File: config.mk
export PLATFORM = sky130hd
export DESIGN_NAME = pwm_duty_ramp
export DESIGN_NICKNAME = d
export VERILOG_FILES = /design/src/rtl/pwm_duty_ramp.sv
export SDC_FILE = /design/constraint.sdc
export NUM_CORES = 1
export LEC_CHECK = 0
export CAP_MARGIN = 0
export CORE_ASPECT_RATIO = 0.9
export CORE_UTILIZATION = 30
export DETAILED_ROUTE_END_ITERATION = 12
export PLACE_DENSITY = 0.46
export SYNTH_ARGS = -nofsm -noshare
export SYNTH_HDL_FRONTEND = slang
export SYNTH_SLANG_ARGS = --single-unit
export TNS_END_PERCENT = 5
File: constraint.sdc
create_clock -name clk -period 8.95 [get_ports clk]
set_input_delay 2.2375 -clock clk [delete_from_list [all_inputs] [get_ports clk]]
set_output_delay 2.2375 -clock clk [all_outputs]
set_load 0.1 [all_outputs]
File: src/rtl/pwm_duty_ramp.sv
// Duty-cycle slew limiter: accepts a duty target over valid/ready and walks the
// 7-bit duty output toward it by STEP percent every DIV clocks, clamped to MAX_DUTY.
module pwm_duty_ramp #(
    parameter int unsigned STEP     = 1,
    parameter int unsigned DIV      = 1000,
    parameter int unsigned MAX_DUTY = 100
) (
    input  logic       clk,
    input  logic       reset,
    input  logic       enable,
    input  logic [6:0] tgt_in,
    input  logic       tgt_valid,
    output logic       tgt_ready,
    output logic [6:0] duty,
    output logic       busy,
    output logic       done,
    output logic       clamp_err
);

    localparam int unsigned DW = 7;
    localparam int unsigned PW = 16;
    localparam logic [DW:0]   C_STEP = 8'(STEP);
    localparam logic [DW:0]   C_MAX  = 8'(MAX_DUTY);
    localparam logic [PW-1:0] C_LAST = 16'(DIV - 1);

    typedef enum logic {S_IDLE = 1'b0, S_RAMP = 1'b1} state_t;

    state_t          r_state;
    logic [DW-1:0]   r_duty;
    logic [DW-1:0]   r_tgt;
    logic [PW-1:0]   r_psc;
    logic            r_busy;
    logic            r_done;
    logic            r_clamp;

    state_t          w_state_nxt;
    logic [DW-1:0]   w_duty_nxt;
    logic [DW-1:0]   w_tgt_nxt;
    logic [PW-1:0]   w_psc_nxt;
    logic            w_done_nxt;
    logic            w_clamp_nxt;

    logic            w_over;
    logic [DW-1:0]   w_tgt_clamped;
    logic            w_step_edge;
    logic            w_up;
    logic [DW:0]     w_diff_up;
    logic [DW:0]     w_diff_dn;
    logic [DW-1:0]   w_step_duty;
    logic            w_landed;

    assign tgt_ready = enable & reset;

    assign w_over        = {1'b0, tgt_in} > C_MAX;
    assign w_tgt_clamped = w_over ? 7'(C_MAX) : tgt_in;

    // Step arithmetic is done one bit wider so a step can never wrap past 0 or 127.
    assign w_step_edge = (r_state == S_RAMP) && (r_psc == C_LAST);
    assign w_up        = r_tgt > r_duty;
    assign w_diff_up   = {1'b0, r_tgt} - {1'b0, r_duty};
    assign w_diff_dn   = {1'b0, r_duty} - {1'b0, r_tgt};

    always_comb begin
        w_step_duty = r_duty;
        if (w_up) begin
            w_step_duty = (w_diff_up <= C_STEP) ? r_tgt : 7'({1'b0, r_duty} + C_STEP);
        end else begin
            w_step_duty = (w_diff_dn <= C_STEP) ? r_tgt : 7'({1'b0, r_duty} - C_STEP);
        end
    end

    assign w_landed = (w_step_duty == r_tgt);

    // State register plus the registered datapath it steers.
    always_ff @(posedge clk) begin
        if (!reset) begin
            r_state <= S_IDLE;
            r_duty  <= '0;
            r_tgt   <= '0;
            r_psc   <= '0;
            r_busy  <= 1'b0;
            r_done  <= 1'b0;
            r_clamp <= 1'b0;
        end else begin
            r_state <= w_state_nxt;
            r_duty  <= w_duty_nxt;
            r_tgt   <= w_tgt_nxt;
            r_psc   <= w_psc_nxt;
            r_busy  <= (w_state_nxt == S_RAMP);
            r_done  <= w_done_nxt;
            r_clamp <= w_clamp_nxt;
        end
    end

    // Next state: acceptance outranks a coincident step.
    always_comb begin
        w_state_nxt = r_state;
        if (enable) begin
            if (tgt_valid) begin
                w_state_nxt = (w_tgt_clamped != r_duty) ? S_RAMP : S_IDLE;
            end else if (w_step_edge && w_landed) begin
                w_state_nxt = S_IDLE;
            end
        end
    end

    // Next datapath values; with enable low everything holds and pulses stay low.
    always_comb begin
        w_duty_nxt  = r_duty;
        w_tgt_nxt   = r_tgt;
        w_psc_nxt   = r_psc;
        w_done_nxt  = 1'b0;
        w_clamp_nxt = 1'b0;
        if (enable) begin
            if (tgt_valid) begin
                w_tgt_nxt   = w_tgt_clamped;
                w_clamp_nxt = w_over;
                w_psc_nxt   = '0;
                w_done_nxt  = (w_tgt_clamped == r_duty);
            end else if (r_state == S_RAMP) begin
                if (w_step_edge) begin
                    w_psc_nxt  = '0;
                    w_duty_nxt = w_step_duty;
                    w_done_nxt = w_landed;
                end else begin
                    w_psc_nxt = r_psc + 16'd1;
                end
            end
        end
    end

    assign duty      = r_duty;
    assign busy      = r_busy;
    assign done      = r_done;
    assign clamp_err = r_clamp;

endmodule

Word level (Yosys, flattened, before mapping). Index checks and enable logic that the tools add are counted.

Flip-flop bits (word level): 33. Word-level logic and storage cells: 44. Input bits: 11.

$add $sub $neg: 5. Muxes and demuxes: 13. Reductions and logical operators: 10. Order comparisons: 4. Equal/unequal tests: 4. Bitwise gates (word level): 2.

Operators with widths (count): 16-bit two-way mux (3); 7-bit two-way mux (4); 16-bit by 1-bit adder with 16-bit output, second input constant (1); 16-bit by 10-bit == test with 1-bit output, second input constant (1); 8-bit by 1-bit <= comparator with 1-bit output, second input constant (2); 7-bit by 7-bit subtractor with 8-bit output (2); 7-bit == test (2); 2-bit AND reduction (4); 7-bit by 1-bit adder with 7-bit output, second input constant (1); 7-bit greater-than comparator (1); 7-bit greater-than comparator, second input constant (1); 7-bit != test (1); 7-bit by 1-bit subtractor with 7-bit output, second input constant (1); 1-bit two-way mux (6); 4-bit AND reduction (1); 2-bit nonzero test (2); 3-bit AND reduction (1); 1-bit logical AND (2); 1-bit AND (1); 1-bit inverter (1).

Logic depth before layout (Yosys ltp).
Depth in word-level cells: 8. Mapped depth: 14.

Worst setup path before layout. No wires, ideal clock.

Path type: input to output. Start point: input port enable. End point: output port tgt_ready. Setup slack: 3.719 ns. Path buffers: 0. Data arrival time: 2.994 ns. Stages: 1. Required time: 6.713 ns. Cells stage by stage: and2_1.

Word-level cells in the longest chain between the ends: 1.

Ends and longest elaborated chain: from (decl) (line 10) `input logic enable,`; 1-bit AND (line 52) `assign tgt_ready = enable & reset;`; to (decl) (line 13) `output logic tgt_ready,`.

No other way between the ends.

Worst setup path in the final report.
Start point: input port reset. End point: output port tgt_ready.

Word-level cells in the longest chain between the ends: 1.

Ends and longest elaborated chain: from (decl) (line 9) `input logic reset,`; 1-bit AND (line 52).

No other way between the ends.

==> reports/metrics.json <==
{
  "outcome": "completed",
  "synth-async-reset-ratio_pct": 0,
  "grt_first_pass_wirelength_um": 13500,
  "synthSimpleGateAreaFrac_pct": 25.9,
  "netSwitchingPower_w": 0.000120,
  "fillerInstances": 986,
  "clock_insertion_delay_worst_skew_ps": 280,
  "leading_cell_type_in_the_layout_fill_and_taps_excluded": "sky130_fd_sc_hd__nand2_1",
  "global_route.overflow_total": 0,
  "min-delay-start": "r_psc[15]",
  "grt_usage_pct": 17.5,
  "synth_seq_area_share_pct": 23.3,
  "routabilityCongestion": 0.840,
  "grt_max_degree": 25,
  "setup_ws_pre_cts_ps": 2080,
  "count_of_input_and_output_buffers": 21,
  "holdCritPathClass": "reg2reg",
  "power.share.switching_pct": 30.0,
  "power.density_nw_per_um2": 123,
  "ir_worst_vdd_mv": 0.0616,
  "worst_hold_path.endpoint": "r_psc[15]",
  "critical_path_class": "in2out",
  "layout.area.seq_um2": 661,
  "clock_tree.root_cell": "sky130_fd_sc_hd__clkbuf_8",
  "tns_ps": 0,
  "post_drt_wl_per_cell_um": 15.9,
  "post_route_cells_drive_above_1_share_pct": 4.36,
  "design.die.area_um2": 9840,
  "power.combinational.fraction_pct": 25.4,
  "r2r_cells": 12,
  "tightest_slew_ps": 968,
  "layout.cells.most_common_list": "sky130_fd_sc_hd__nand2_1 (44), sky130_fd_sc_hd__nor2_1 (34), sky130_fd_sc_hd__dfxtp_1 (33)",
  "synth.lib_cells_used.distinct": 64,
  "yosys-top-cells-area": "sky130_fd_sc_hd__dfxtp_1 (23%), sky130_fd_sc_hd__ha_1 (7.5%), sky130_fd_sc_hd__nand2_1 (5.8%), sky130_fd_sc_hd__xnor2_1 (4.6%), sky130_fd_sc_hd__nor2_1 (4.5%)",
  "netlist.top_cell.by_area": "sky130_fd_sc_hd__dfxtp_1",
  "area_growth_syn_to_layout_pct": 14.8,
  "pin_count": 22,
  "finalClockSkew_ps": 6.52,
  "initial_utilization_pct": 31.1,
  "diodes": 0,
  "drc": 0,
  "max_clk_rate_mhz": 147,
  "synth-seq-cells": 33,
  "initial_antenna_violation_count": 0,
  "synthCells": 372,
  "synth_top_family_by_area": "compound AO/OA/AOI/OAI gates",
  "clock_power_share_pct": 36.5,
  "post-synth-top-area-fraction_pct": 23.3,
  "cap_violations": 0,
  "core_area_um2": 9130,
  "finalWirelength_um": 8160,
  "clk_transition_reported_paths_ps": 70,
  "leakage_nw": 1.23,
  "number_of_hold_buffers_added_after_cts": 0,
  "cts-buffers-inserted": 5,
  "report.final.slew_viol_count": 0,
  "rsz_0062_raised_after_global_routing": "no",
  "sequentialPowerShare_pct": 38.1,
  "clockBufferDepth": 2,
  "synthesis.nets": 402,
  "critical_path_peak_fanout": 24,
  "area_fraction_in_compound_gates_after_synthesis_pct": 28.1,
  "synth_xor_area_share_pct": 7.41,
  "r2r_end": "done",
  "ant_nets": 0,
  "yosysWarningCount": 0,
  "timing.hold.worst_path_depth": 2,
  "synth_enable_flop_cells": 0,
  "chipHeight_um": 94.2,
  "via_count": 2727,
  "synth_adder_area_share_pct": 8.91,
  "finalSetupViolations": 0,
  "cts_setup_buffers": 0,
  "tritoncts": "built",
  "total_nets_final": 419,
  "post-route-period-util_pct": 76.2,
  "critical_path.reg2reg.startpoint": "duty[0]",
  "post_detailed_route_via_to_cell_ratio": 5.33,
  "dp.final_hpwl_um": 6420,
  "multi_input_comb_area_um2": 2010,
  "synth.cell_area_um2": 2840,
  "internal_power_w": 0.000280,
  "worst_ep_required_time_ps": 6710,
  "worst-r2r-setup-slack_ps": 4910,
  "vias_in_the_first_global_route": 2608,
  "first_pass_iters": 7,
  "synth.mux.area_fraction_pct": 0.353,
  "cp-end-kind": "output pin",
  "initialDrtViolationCount": 171,
  "avgSynthCellArea_um2": 7.62,
  "worst_slack_ps": 2130,
  "post_cts.resized_instances": 0,
  "timing.final.crit_period_ps": 6820,
  "relSlewSlack_pct": 35.3,
  "postSynth.topFlopCell": "sky130_fd_sc_hd__dfxtp_1",
  "htree_num_levels": 2,
  "clock_sink_count": 33,
  "setup.worst_path.start_class": "primary input",
  "crit_arrival_ps": 4590,
  "floorplan.rows": 33,
  "finalHoldViolations": 0,
  "floorplan.die.width_um": 104
}
sequential cells by signal, summed over array words and instances (netlist names):
register	cells
clamp_err	1
duty	7
busy	1
r_psc	16
r_tgt	7
done	1
power groups by stage:
stage	clock network, W	registers, W	logic, W
2_1_floorplan	0	0.000157	0.0000750
3_3_place_gp	0	0.000156	0.000101
3_5_place_dp	0	0.000156	0.000101
4_1_cts	0.000152	0.000153	0.000102
5_1_grt	0.000158	0.000153	0.000112
6_report	0.000146	0.000153	0.000102
stage by stage:
stage	instances	hold WS [ps]	area [um^2]	total power, W	utilization [%]
after floorplan	372	464	2840	0.000232	-
after global placement	504	502	3140	0.000257	34.4
after detailed placement	504	516	3140	0.000257	34.4
after CTS	512	531	3250	0.000406	35.7
after global routing	512	576	3250	0.000423	35.7
final	512	526	3250	0.000400	35.7
synth_stat cells (all sizes together), types with 5 or more instances:
master / instances
nand2: 44
nor2: 34
dfxtp: 33
inv: 27
nand3: 20
o21ai: 20
ha: 17
a21boi: 15
a21oi: 15
xnor2: 15
clkbuf: 9
nor3: 9
xor2: 9
and2: 7
and3: 7
o2111ai: 5
layer usage:
| metal | part of all wire, % | global-route usage [%] | up-vias |
|---|---|---|---|
| li1 | - | - | 1402 |
| met1 | 55 | 25.6 | 1273 |
| met2 | 41 | 27.2 | 50 |
| met3 | 3.1 | 2.22 | 2 |
| met4 | 0.40 | 3.33 | 0 |
| met5 | 0 | 0 | - |
cell families after synthesis:
| family | after synthesis |
|---|---|
| buf+inv | 39 |
| simple gates | 148 |
| flops | 33 |
| compound gates | 108 |
| xor+xnor | 24 |
| mux | 1 |
| fa+ha+maj | 19 |
area by class of cell:
class | instances | area share [%]
Multi-Input combinational cell | 300 | 61.6
Sequential cell | 33 | 20.3
Timing Repair Buffer | 22 | 6.69
Tap cell | 122 | 4.69
Inverter | 27 | 3.11
Clock buffer | 7 | 2.65
Clock inverter | 1 | 0.923
critical path, stage by stage:
cell,delay (ps)
sky130_fd_sc_hd__clkdlybuf4s50_1,940
sky130_fd_sc_hd__and2_1,270
sky130_fd_sc_hd__clkdlybuf4s50_1,1140
worst max path at each step:
stage                     slack (ps)  cells past startpoint        end   start
after floorplan                 3720                      1  tgt_ready  enable
after global placement          2090                      3  tgt_ready   reset
after detailed placement        2080                      3  tgt_ready   reset
after CTS                       2080                      3  tgt_ready   reset
after global routing            2020                      3  tgt_ready   reset
final                           2130                      3  tgt_ready   reset
Power figures use the tool's default switching activity.
